### src/rtl/servo_pos_ctrl_if.sv
// Command channel into the servo position controller.
// Handshake: a command transfers on every rising clk edge where cmd_valid and
// cmd_ready are both 1. The source holds cmd_valid and cmd_pw stable until that
// transfer edge. cmd_ready may fall at any time and never depends on cmd_valid.
// cmd_clamped is a one-cycle status pulse that follows the accepting edge.
interface servo_pos_ctrl_if #(
    parameter int W = 12
);
    logic         cmd_valid;
    logic         cmd_ready;
    logic [W-1:0] cmd_pw;
    logic         cmd_clamped;

    modport master (
        output cmd_valid,
        output cmd_pw,
        input  cmd_ready,
        input  cmd_clamped
    );

    modport slave (
        input  cmd_valid,
        input  cmd_pw,
        output cmd_ready,
        output cmd_clamped
    );
endinterface

### src/rtl/servo_pos_ctrl.sv
// Servo position sequencer: accepts pulse-width targets, clamps them to the
// safe range, slews pulsewidth one bounded step per PWM frame, then holds for
// HOLD_FRAMES frames before pulsing done. Drives the pwm block's en/period/
// pulsewidth. Optional build macro SERVO_POS_CTRL_SWEEP_EN adds a `sweep`
// input that self-issues alternating PW_MAX / PW_MIN targets.
module servo_pos_ctrl #(
    parameter int W           = 12,
    parameter int PERIOD      = 2000,
    parameter int PW_MIN      = 100,
    parameter int PW_MAX      = 200,
    parameter int PW_INIT     = 150,
    parameter int STEP        = 1,
    parameter int HOLD_FRAMES = 5
) (
    input  logic                 clk,
    input  logic                 rst,
    input  logic                 en,
`ifdef SERVO_POS_CTRL_SWEEP_EN
    input  logic                 sweep,
`endif
    servo_pos_ctrl_if.slave      cmd,
    output logic                 pwm_en,
    output logic [W-1:0]         period,
    output logic [W-1:0]         pulsewidth,
    output logic                 frame_tick,
    output logic                 busy,
    output logic                 done,
    output logic [1:0]           state_dbg
);

    typedef enum logic [1:0] {
        S_IDLE = 2'd0,
        S_RAMP = 2'd1,
        S_HOLD = 2'd2
    } state_t;

    localparam logic [W-1:0] ONE_L     = W'(1);
    localparam logic [W-1:0] PERIOD_L  = W'(PERIOD);
    localparam logic [W-1:0] PW_MIN_L  = W'(PW_MIN);
    localparam logic [W-1:0] PW_MAX_L  = W'(PW_MAX);
    localparam logic [W-1:0] PW_INIT_L = W'(PW_INIT);
    localparam logic [W-1:0] STEP_L    = W'(STEP);
    localparam logic [W-1:0] HOLD_L    = W'(HOLD_FRAMES);

    if (!(PW_MIN <= PW_INIT && PW_INIT <= PW_MAX && PW_MAX < PERIOD)) begin : g_bad_range
        $error("servo_pos_ctrl: parameters must satisfy PW_MIN <= PW_INIT <= PW_MAX < PERIOD");
    end
    if (PERIOD >= (1 << W) || HOLD_FRAMES >= (1 << W) || STEP < 1) begin : g_bad_width
        $error("servo_pos_ctrl: PERIOD/HOLD_FRAMES must fit in W bits and STEP must be >= 1");
    end

    state_t       state_q, state_d;
    logic [W-1:0] pw_q, pw_d;
    logic [W-1:0] target_q, target_d;
    logic [W-1:0] frame_cnt_q, frame_cnt_d;
    logic [W-1:0] hold_cnt_q, hold_cnt_d;
    logic         pwm_en_q, pwm_en_d;
    logic         done_q, done_d;
    logic         clamped_q, clamped_d;

    logic         tick_c;
    logic         sweep_req;
    logic         cmd_ready_c;
    logic         issue_c;
    logic [W-1:0] issue_pw;
    logic         issue_clamped;
    logic         ramp_up;
    logic [W-1:0] ramp_diff;
    logic [W-1:0] ramp_step;
    logic [W-1:0] pw_stepped;

`ifdef SERVO_POS_CTRL_SWEEP_EN
    // 1: the next self-issued sweep target is PW_MAX, 0: PW_MIN.
    logic         sweep_hi_q, sweep_hi_d;
    assign sweep_req = sweep;
`else
    assign sweep_req = 1'b0;
`endif

    // Frame counter runs 0..PERIOD-1 while enabled; tick marks the last clock.
    always_comb begin
        tick_c      = en && (frame_cnt_q == PERIOD_L - ONE_L);
        frame_cnt_d = '0;
        if (en && !tick_c) begin
            frame_cnt_d = frame_cnt_q + ONE_L;
        end
    end

    // Command selection: external command with clamping, or self-issued sweep target.
    always_comb begin
        cmd_ready_c   = en && (state_q == S_IDLE) && !sweep_req;
        issue_c       = cmd.cmd_valid && cmd_ready_c;
        issue_clamped = 1'b0;
        issue_pw      = cmd.cmd_pw;
        if (cmd.cmd_pw < PW_MIN_L) begin
            issue_pw      = PW_MIN_L;
            issue_clamped = 1'b1;
        end else if (cmd.cmd_pw > PW_MAX_L) begin
            issue_pw      = PW_MAX_L;
            issue_clamped = 1'b1;
        end
`ifdef SERVO_POS_CTRL_SWEEP_EN
        if (en && (state_q == S_IDLE) && sweep_req) begin
            issue_c       = 1'b1;
            issue_clamped = 1'b0;
            issue_pw      = sweep_hi_q ? PW_MAX_L : PW_MIN_L;
        end
`endif
    end

    // One ramp step toward target, limited to STEP and never past target.
    always_comb begin
        ramp_up    = target_q > pw_q;
        ramp_diff  = ramp_up ? (target_q - pw_q) : (pw_q - target_q);
        ramp_step  = (ramp_diff < STEP_L) ? ramp_diff : STEP_L;
        pw_stepped = ramp_up ? (pw_q + ramp_step) : (pw_q - ramp_step);
    end

    // Next-state logic for the IDLE/RAMP/HOLD sequencer and its datapath.
    always_comb begin
        state_d    = state_q;
        pw_d       = pw_q;
        target_d   = target_q;
        hold_cnt_d = hold_cnt_q;
        done_d     = 1'b0;
        clamped_d  = 1'b0;
        pwm_en_d   = en;
`ifdef SERVO_POS_CTRL_SWEEP_EN
        sweep_hi_d = sweep_hi_q;
`endif
        if (!en) begin
            // Abort: keep the live pulse width and forget the old target.
            state_d    = S_IDLE;
            hold_cnt_d = '0;
            target_d   = pw_q;
        end else begin
            case (state_q)
                S_IDLE: begin
                    if (issue_c) begin
                        target_d   = issue_pw;
                        clamped_d  = issue_clamped;
                        hold_cnt_d = '0;
                        state_d    = (issue_pw == pw_q) ? S_HOLD : S_RAMP;
`ifdef SERVO_POS_CTRL_SWEEP_EN
                        if (sweep_req) begin
                            sweep_hi_d = !sweep_hi_q;
                        end
`endif
                    end
                end
                S_RAMP: begin
                    // pulsewidth only moves on the frame-wrap edge.
                    if (tick_c) begin
                        pw_d = pw_stepped;
                        if (pw_stepped == target_q) begin
                            state_d    = S_HOLD;
                            hold_cnt_d = '0;
                        end
                    end
                end
                S_HOLD: begin
                    if (HOLD_L == '0) begin
                        state_d = S_IDLE;
                        done_d  = 1'b1;
                    end else if (tick_c) begin
                        if (hold_cnt_q + ONE_L == HOLD_L) begin
                            state_d    = S_IDLE;
                            done_d     = 1'b1;
                            hold_cnt_d = '0;
                        end else begin
                            hold_cnt_d = hold_cnt_q + ONE_L;
                        end
                    end
                end
                default: begin
                    state_d = S_IDLE;
                end
            endcase
        end
    end

    // State and datapath registers with asynchronous active-low reset.
    always_ff @(posedge clk or negedge rst) begin
        if (!rst) begin
            state_q     <= S_IDLE;
            pw_q        <= PW_INIT_L;
            target_q    <= PW_INIT_L;
            frame_cnt_q <= '0;
            hold_cnt_q  <= '0;
            pwm_en_q    <= 1'b0;
            done_q      <= 1'b0;
            clamped_q   <= 1'b0;
`ifdef SERVO_POS_CTRL_SWEEP_EN
            sweep_hi_q  <= 1'b1;
`endif
        end else begin
            state_q     <= state_d;
            pw_q        <= pw_d;
            target_q    <= target_d;
            frame_cnt_q <= frame_cnt_d;
            hold_cnt_q  <= hold_cnt_d;
            pwm_en_q    <= pwm_en_d;
            done_q      <= done_d;
            clamped_q   <= clamped_d;
`ifdef SERVO_POS_CTRL_SWEEP_EN
            sweep_hi_q  <= sweep_hi_d;
`endif
        end
    end

    assign cmd.cmd_ready   = cmd_ready_c;
    assign cmd.cmd_clamped = clamped_q;
    assign pwm_en          = pwm_en_q;
    assign period          = PERIOD_L;
    assign pulsewidth      = pw_q;
    assign frame_tick      = tick_c;
    assign busy            = (state_q != S_IDLE);
    assign done            = done_q;
    assign state_dbg       = state_q;

endmodule

### src/flat_wrapper.sv
// flat-port wrapper written by rule: the top's interface ports become plain ports
module servo_pos_ctrl_flat 
#(
    parameter int W           = 12,
    parameter int PERIOD      = 2000,
    parameter int PW_MIN      = 100,
    parameter int PW_MAX      = 200,
    parameter int PW_INIT     = 150,
    parameter int STEP        = 1,
    parameter int HOLD_FRAMES = 5
)
  (clk, rst, en, pwm_en, period, pulsewidth, frame_tick, busy, done, state_dbg, cmd_cmd_valid, cmd_cmd_pw, cmd_cmd_ready, cmd_cmd_clamped);
  servo_pos_ctrl_if #(.W(W)) cmd_i ();
  input  logic clk;
  input  logic rst;
  input  logic en;
  output logic pwm_en;
  output logic [W-1:0] period;
  output logic [W-1:0] pulsewidth;
  output logic frame_tick;
  output logic busy;
  output logic done;
  output logic [1:0] state_dbg;
  input wire logic [$bits(cmd_i.cmd_valid)-1:0] cmd_cmd_valid;
  input wire logic [$bits(cmd_i.cmd_pw)-1:0] cmd_cmd_pw;
  output wire logic [$bits(cmd_i.cmd_ready)-1:0] cmd_cmd_ready;
  output wire logic [$bits(cmd_i.cmd_clamped)-1:0] cmd_cmd_clamped;
  assign cmd_i.cmd_valid = cmd_cmd_valid;
  assign cmd_i.cmd_pw = cmd_cmd_pw;
  assign cmd_cmd_ready = cmd_i.cmd_ready;
  assign cmd_cmd_clamped = cmd_i.cmd_clamped;
  servo_pos_ctrl #(.W(W), .PERIOD(PERIOD), .PW_MIN(PW_MIN), .PW_MAX(PW_MAX), .PW_INIT(PW_INIT), .STEP(STEP), .HOLD_FRAMES(HOLD_FRAMES)) u_core (.clk(clk), .rst(rst), .en(en), .cmd(cmd_i), .pwm_en(pwm_en), .period(period), .pulsewidth(pulsewidth), .frame_tick(frame_tick), .busy(busy), .done(done), .state_dbg(state_dbg));
endmodule
### config.mk
export PLATFORM = sky130hd
export DESIGN_NAME = servo_pos_ctrl_flat
export DESIGN_NICKNAME = d
export VERILOG_FILES = /design/src/rtl/servo_pos_ctrl_if.sv /design/src/rtl/servo_pos_ctrl.sv /design/src/flat_wrapper.sv
export SDC_FILE = /design/constraint.sdc
export NUM_CORES = 1
export LEC_CHECK = 0
export ABC_AREA = 1
export BUFFER_PORTS_ARGS = -buffer_cell sky130_fd_sc_hd__buf_4
export CAP_MARGIN = 20
export CORE_MARGIN = 4
export CORE_UTILIZATION = 60
export CTS_CLUSTER_SIZE = 40
export DETAILED_ROUTE_END_ITERATION = 7
export HOLD_SLACK_MARGIN = 0.1
export PLACE_DENSITY_LB_ADDON = 0.08
export SKIP_LAST_GASP = 1
export SLEW_MARGIN = 30
export SYNTH_ARGS = -nofsm -noshare
export SYNTH_HDL_FRONTEND = slang
export SYNTH_SLANG_ARGS = --single-unit
export TNS_END_PERCENT = 30
### constraint.sdc
create_clock -name clk -period 7 [get_ports clk]
set_clock_uncertainty 0.1 [all_clocks]
set_input_delay 2.1 -clock clk [delete_from_list [all_inputs] [get_ports clk]]
set_output_delay 2.1 -clock clk [all_outputs]
set_load 0.02 [all_outputs]
; Word level (Yosys, flattened, before mapping)
; Cells that the tools add are included.
[totals]
regBits = 53
latchBits = 0
mem_bits_rw = 0
mem_bits_ro = 0
in_bits = 16
out_inout_bits = 32
elab_cells = 76
n_memories = 0
[classes]
add_sub_neg = 6
n_mul = 0
div = 0
order_cmp = 4
eq_ne = 14
n_shift = 0
muxes = 33
bitwise = 0
reduce_logical = 11
[op_table]
columns = operator, count
row1 = $mux 12, 15
row2 = $pmux 12 s3, 1
row3 = $sub 12x12->12, 3
row4 = $add 12x1->12 const B, 2
row5 = $eq 12x12->1, 2
row6 = $mux 2, 7
row7 = $add 12x12->12, 1
row8 = $eq 12x11->1 const B, 1
row9 = $eq 12x3->1 const B, 1
row10 = $gt 12x12->1, 1
row11 = $gt 12x8->1 const B, 1
row12 = $lt 12x1->1 const B, 1
row13 = $lt 12x7->1 const B, 1
row14 = $reduce_and 5->1, 2
row15 = $mux 1, 9
row16 = $ne 3x2->1 const B, 3
row17 = $ne 3x3->1 const B, 2
row18 = $pmux 2 s3, 1
row19 = $logic_and 1x1->1, 4
row20 = $ne 2x1->1 const B, 2
row21 = $ne 4x1->1 const B, 1
row22 = $reduce_and 3->1, 1
row23 = $eq 2x1->1 const B, 1
row24 = $eq 2x2->1 const B, 1
row25 = other kinds (4), 4

; Longest topological paths before layout
[logic_depth]
word_depth = 11
mapped_depth = 40
depth_no_buf = 37

; Worst setup path after synthesis
; No wires, ideal clock.
[synth_path]
path_kind = register to register
start = reg u_core.pw_q[1], in the netlist u_core.pulsewidth[1]
end = reg u_core.hold_cnt_q[4]
setup_time_ns = 0.117
arrival_time_ns = 5.123
t_required_ns = 6.783
setup_slack_ns = 1.660
stages_incl_launch_ff = 35
n_path_buf = 3
synth_period_minus_slack_ns = 5.340
path_cell_list = dfstp_2 -> inv_1 -> fa_1 -> nand3_1 -> nand3_2 -> nand3_1 -> nand3_2 -> nand2_4 -> buf_6 -> clkbuf_1 -> mux2i_1 -> nand2_1 -> o21ai_0 -> nor3b_1 -> and3_1 -> ha_1 -> or2_2 -> ha_1 -> nand2_1 -> nand3_1 -> nand2_1 -> nand3_1 -> nand2_1 -> nand2_1 -> a21oi_1 -> or2_2 -> nand3_1 -> nand3_1 -> nor2_1 -> nand3_2 -> nand2_4 -> nand3_2 -> buf_6 -> nand2_1 -> nand2_1
[synth_via]
elab_chain_cells = 9
word_cells_on_any_way = 12
classes_between = 4 x add/sub / 2 x order compare / 2 x eq/ne / 3 x mux / 1 x reduce/logical
[synth_lines]
columns = item, line
row1 = start: declaration, servo_pos_ctrl.sv:53  ; logic [W-1:0] pw_q, pw_d;
row2 = start signal: assignment, servo_pos_ctrl.sv:198  ; pw_q <= pw_d;
row3 = $sub 12x12->12 / $gt 12x12->1 (equally long branches), "servo_pos_ctrl.sv:114, servo_pos_ctrl.sv:113"
row4 = $mux 12, servo_pos_ctrl.sv:114  ; ramp_diff = ramp_up ? (target_q - pw_q) : (pw_q - target_q);
row5 = $lt 12x1->1, servo_pos_ctrl.sv:115  ; ramp_step = (ramp_diff < STEP_L) ? ramp_diff : STEP_L;
row6 = $mux 12, servo_pos_ctrl.sv:115
row7 = $sub 12x12->12 / $add 12x12->12 (equally long branches), servo_pos_ctrl.sv:116  ; pw_stepped = ramp_up ? (pw_q + ramp_step) : (pw_q - ramp_step);
row8 = $mux 12 *, servo_pos_ctrl.sv:116
row9 = $eq 12x12->1 *, servo_pos_ctrl.sv:155  ; if (pw_stepped == target_q) begin
row10 = $ne 3x2->1 (no line) *, --
row11 = $reduce_and 5->1 (no line) *, --
row12 = end signal: assignment, servo_pos_ctrl.sv:201  ; hold_cnt_q <= hold_cnt_d;
row13 = end: declaration, servo_pos_ctrl.sv:56  ; logic [W-1:0] hold_cnt_q, hold_cnt_d;
; Mark *: on every way between the ends. The rest lies on a longest branch, timed or not.
; A chain may end at the register's enable or synchronous reset.

; Worst setup path after layout
[layout_path]
start = reg u_core.pw_q[1], in the netlist u_core.pulsewidth[1]
end = reg u_core.hold_cnt_q[1]
; Same word-level chain as after synthesis.

==> results_dict.tcl <==
set metrics [dict create \
    status "complete, no violations" \
    synthSimpleGateAreaFrac 0.386 \
    synthMuxAreaShare 0.00394 \
    yosysSeqAreaShare 0.247 \
    timing.final.hold_violations 0 \
    cts_sinks 53 \
    slowest_delay_ns 0.66 \
    cts_hold_buf 0 \
    drv_slew 0 \
    portBuffers 35 \
    diodes 0 \
    fillers 818 \
    crit_path_end_kind "flip-flop" \
    min_from "u_core.frame_cnt_q[0]" \
    period_needed_ns 5.89 \
    die_h_um 103 \
    max_slew_margin 0.538 \
    cts_buffers 5 \
    gr-usage-all-layers 0.288 \
    row_count 34 \
    reg2reg_to "u_core.hold_cnt_q[1]" \
    synth_top_area_frac 0.208 \
    avgRoutedWirePerCell_um 14.9 \
    max_freq_mhz 170 \
    cp_slowest_cell "dfstp_2" \
    crit_top_cell "nand2_1" \
    grt_pass1_vias 5237 \
    timing.max_cap.violations 0 \
    syn_area_um2 5400 \
    whs_endpoint "u_core.frame_cnt_q[0]" \
    reg2reg_from "u_core.pulsewidth[1]" \
    drt-initial-drc-count 321 \
    synth.largest_area_cell "dfrtp_1" \
    clk_pin_slew_ns 0.11 \
    crit_required_ns 7.11 \
    cts_max_level 2 \
    synth_cell_types 45 \
    synth_xor_area_frac 0.0544 \
    avgSynthCellArea_um2 6.38 \
    ios 48 \
    synth_seq_cells 53 \
    min_path_cells 1 \
    worstSkewPairLatency_ns 0.32 \
    highest_layer "met4" \
    die_w_um 103 \
    syn_to_final_growth_pct 7.13 \
    synthAdderAreaFrac 0.0991 \
    synthTopCellsByArea "dfrtp_1 (21%), nand2_1 (20%), inv_1 (9.7%)" \
    drc 0 \
    p_leak_nw 3.17 \
    wirelength_um 14600 \
    hold_path.class "reg -> reg" \
    grt_pass1_wl_um 24100 \
    final-seq-area_um2 1340 \
    synth_top_family_by_area "simple AND/OR/NAND/NOR gates" \
    multi_input_area_um2 3410 \
    antenna_left 0 \
    grt_overflow 0 \
    synth_warnings 0 \
    reg2reg_depth 34 \
    fin_crit_sh 0.842 \
    tns_ns 0 \
    setup_viol 0 \
    via_per_inst 5.50 \
    gp_congestion 0.944 \
    hold_slack_ns 0.370 \
    final_nets 931 \
    r2r_slack_ns 1.11 \
    hpwl_um 11700 \
    die-area_um2 10600 \
    core-area_um2 8760 \
    cp_max_fo 24 \
    dr_wl_met2_um 6930 \
    power_density_nw_per_um2 254 \
    met1_length_um 6420 \
    syn_inst 847 \
    cp-start-kind "flip-flop" \
    worst_slew_pin_slew_ns 0.694 \
    crit_arrival_ns 6.00 \
    num_vias 5410 \
    dr.pass1.iters 5 \
    cts_tree "yes" \
    ctsResizeCount 0 \
    cts_setup_buffers 0 \
    wl_met3_um 831 \
    synth_compound_area_frac 0.0783 \
    criticalPathCategory "reg -> reg" \
    start_util 0.617 \
    antenna_found_initial 0 \
    clockBufferDepth 2 \
    rsz0062_at_grt "false" \
    vdd_drop_max_mv 0.196 \
    grt_start_max_net_pins 54 \
    final_layout_size_suffix_gt1_frac 0.0891 \
    clk_root_buffer_cell "clkbuf_8" \
]
worst max path at each step:
stage / from / end / cells past startpoint / slack (ns)
after floorplan: u_core.pulsewidth[1] / u_core.hold_cnt_q[4] / 34 / 1.66
final: u_core.pulsewidth[1] / u_core.hold_cnt_q[1] / 34 / 1.11
after detailed placement: u_core.pulsewidth[1] / u_core.hold_cnt_q[8] / 32 / 1.18
after global placement: u_core.pulsewidth[1] / u_core.hold_cnt_q[5] / 32 / 1.26
after global routing: u_core.pulsewidth[1] / u_core.hold_cnt_q[2] / 34 / 0.50
after CTS: u_core.pulsewidth[1] / u_core.hold_cnt_q[2] / 34 / 1.15
area by class of cell:
type / instances / share of cell area
clock buffers: 5 / 0.0119
clock inverters: 3 / 0.00756
inverters: 141 / 0.0914
multi-input cells: 638 / 0.590
flip-flops and latches: 53 / 0.231
well taps: 108 / 0.0233
repair buffers: 35 / 0.0454
state kept, by name, summed over array words and instances, names as in the netlist:
signal	cells
u_core.target_q	12
u_core.hold_cnt_q	12
u_core.done	1
u_core.pwm_en	1
u_core.cmd.cmd_clamped	1
u_core.state_dbg	2
u_core.pulsewidth	12
u_core.frame_cnt_q	12
through the flow:
step                total power, mW  std cells  utilization  area [um2]  setup slack (ns)
CTS                            1.47        983        0.661        5790              1.15
detailed placement             1.24        975        0.648        5680              1.18
floorplan                      1.07        858            -        5450              1.66
finish                         1.47        983        0.661        5790              1.11
global placement               1.23        975        0.647        5670              1.26
global route                   1.61        983        0.661        5790             0.500
worst max-delay path, delay by kind of cell, from the launching register on:
kind,cells,cell delay [ns]
AND/OR/NAND/NOR,29,3.57
flip-flops,1,0.66
buffers and inverters,2,0.33
adder cells (fa/ha/maj),3,1.10
where the power goes:
| part | internal [mW] | switching, mW | total (mW) |
|---|---|---|---|
| sequential | 0.323 | 0.0211 | 0.345 |
| clock | 0.107 | 0.109 | 0.216 |
| combinational | 0.310 | 0.602 | 0.912 |
| total | 0.741 | 0.732 | 1.47 |
routing by layer:
layer	vias to the layer above	global-route usage
met5	-	0
met3	41	0.0460
li1	2706	-
met4	0	0.0986
met1	2458	0.373
met2	205	0.488
synthesized netlist by cell type, drive strengths merged:
cell type  count
nor3          10
xor2          24
and3           1
mux2           1
conb           2
nand4         26
buf           19
o22ai          4
ha            38
a31oi          5
mux2i          1
nor2          71
a21boi         1
xnor3          1
o221ai         8
or2            8
nor3b          6
o2111ai        1
and2           1
fa             3
a21oi         20
nand3b         2
clkinv         1
nand2        286
a21o           1
xnor2          7
o311ai         1
nor4           3
inv          140
o21ai         29
dfstp          8
o21bai         2
nand3         64
clkbuf         7
dfrtp         45
cells in the final DEF (no fill, tap or decap), types with 2 or more instances in the layout:
cell and count:
nor3_1 10, nand2_1 281, a31oi_1 4, fa_1 3, nor4_1 3, nand4_1 26, nand3b_1 2, o22ai_1 4
conb_1 13, nand3_2 7, xor2_1 24, dfstp_2 8, or2_2 8, o21bai_1 2, nand2_2 3, buf_4 35
nand2_4 2, clkbuf_8 5, ha_1 38, o21ai_0 27, nor2_2 2, inv_1 139, xnor2_1 7, a21oi_1 20
nor3b_1 6, nand3_1 57, nor2_1 68, dfrtp_1 45, o221ai_1 8
kinds of logic after synthesis:
| logic type | count (synthesis) |
|---|---|
| fa+ha+maj | 41 |
| buf+inv | 167 |
| xor+xnor | 32 |
| other cells | 2 |
| compound gates | 72 |
| simple gates | 478 |
| flops | 53 |
| mux | 2 |
Note: power is estimated with default switching activity, not from simulation.
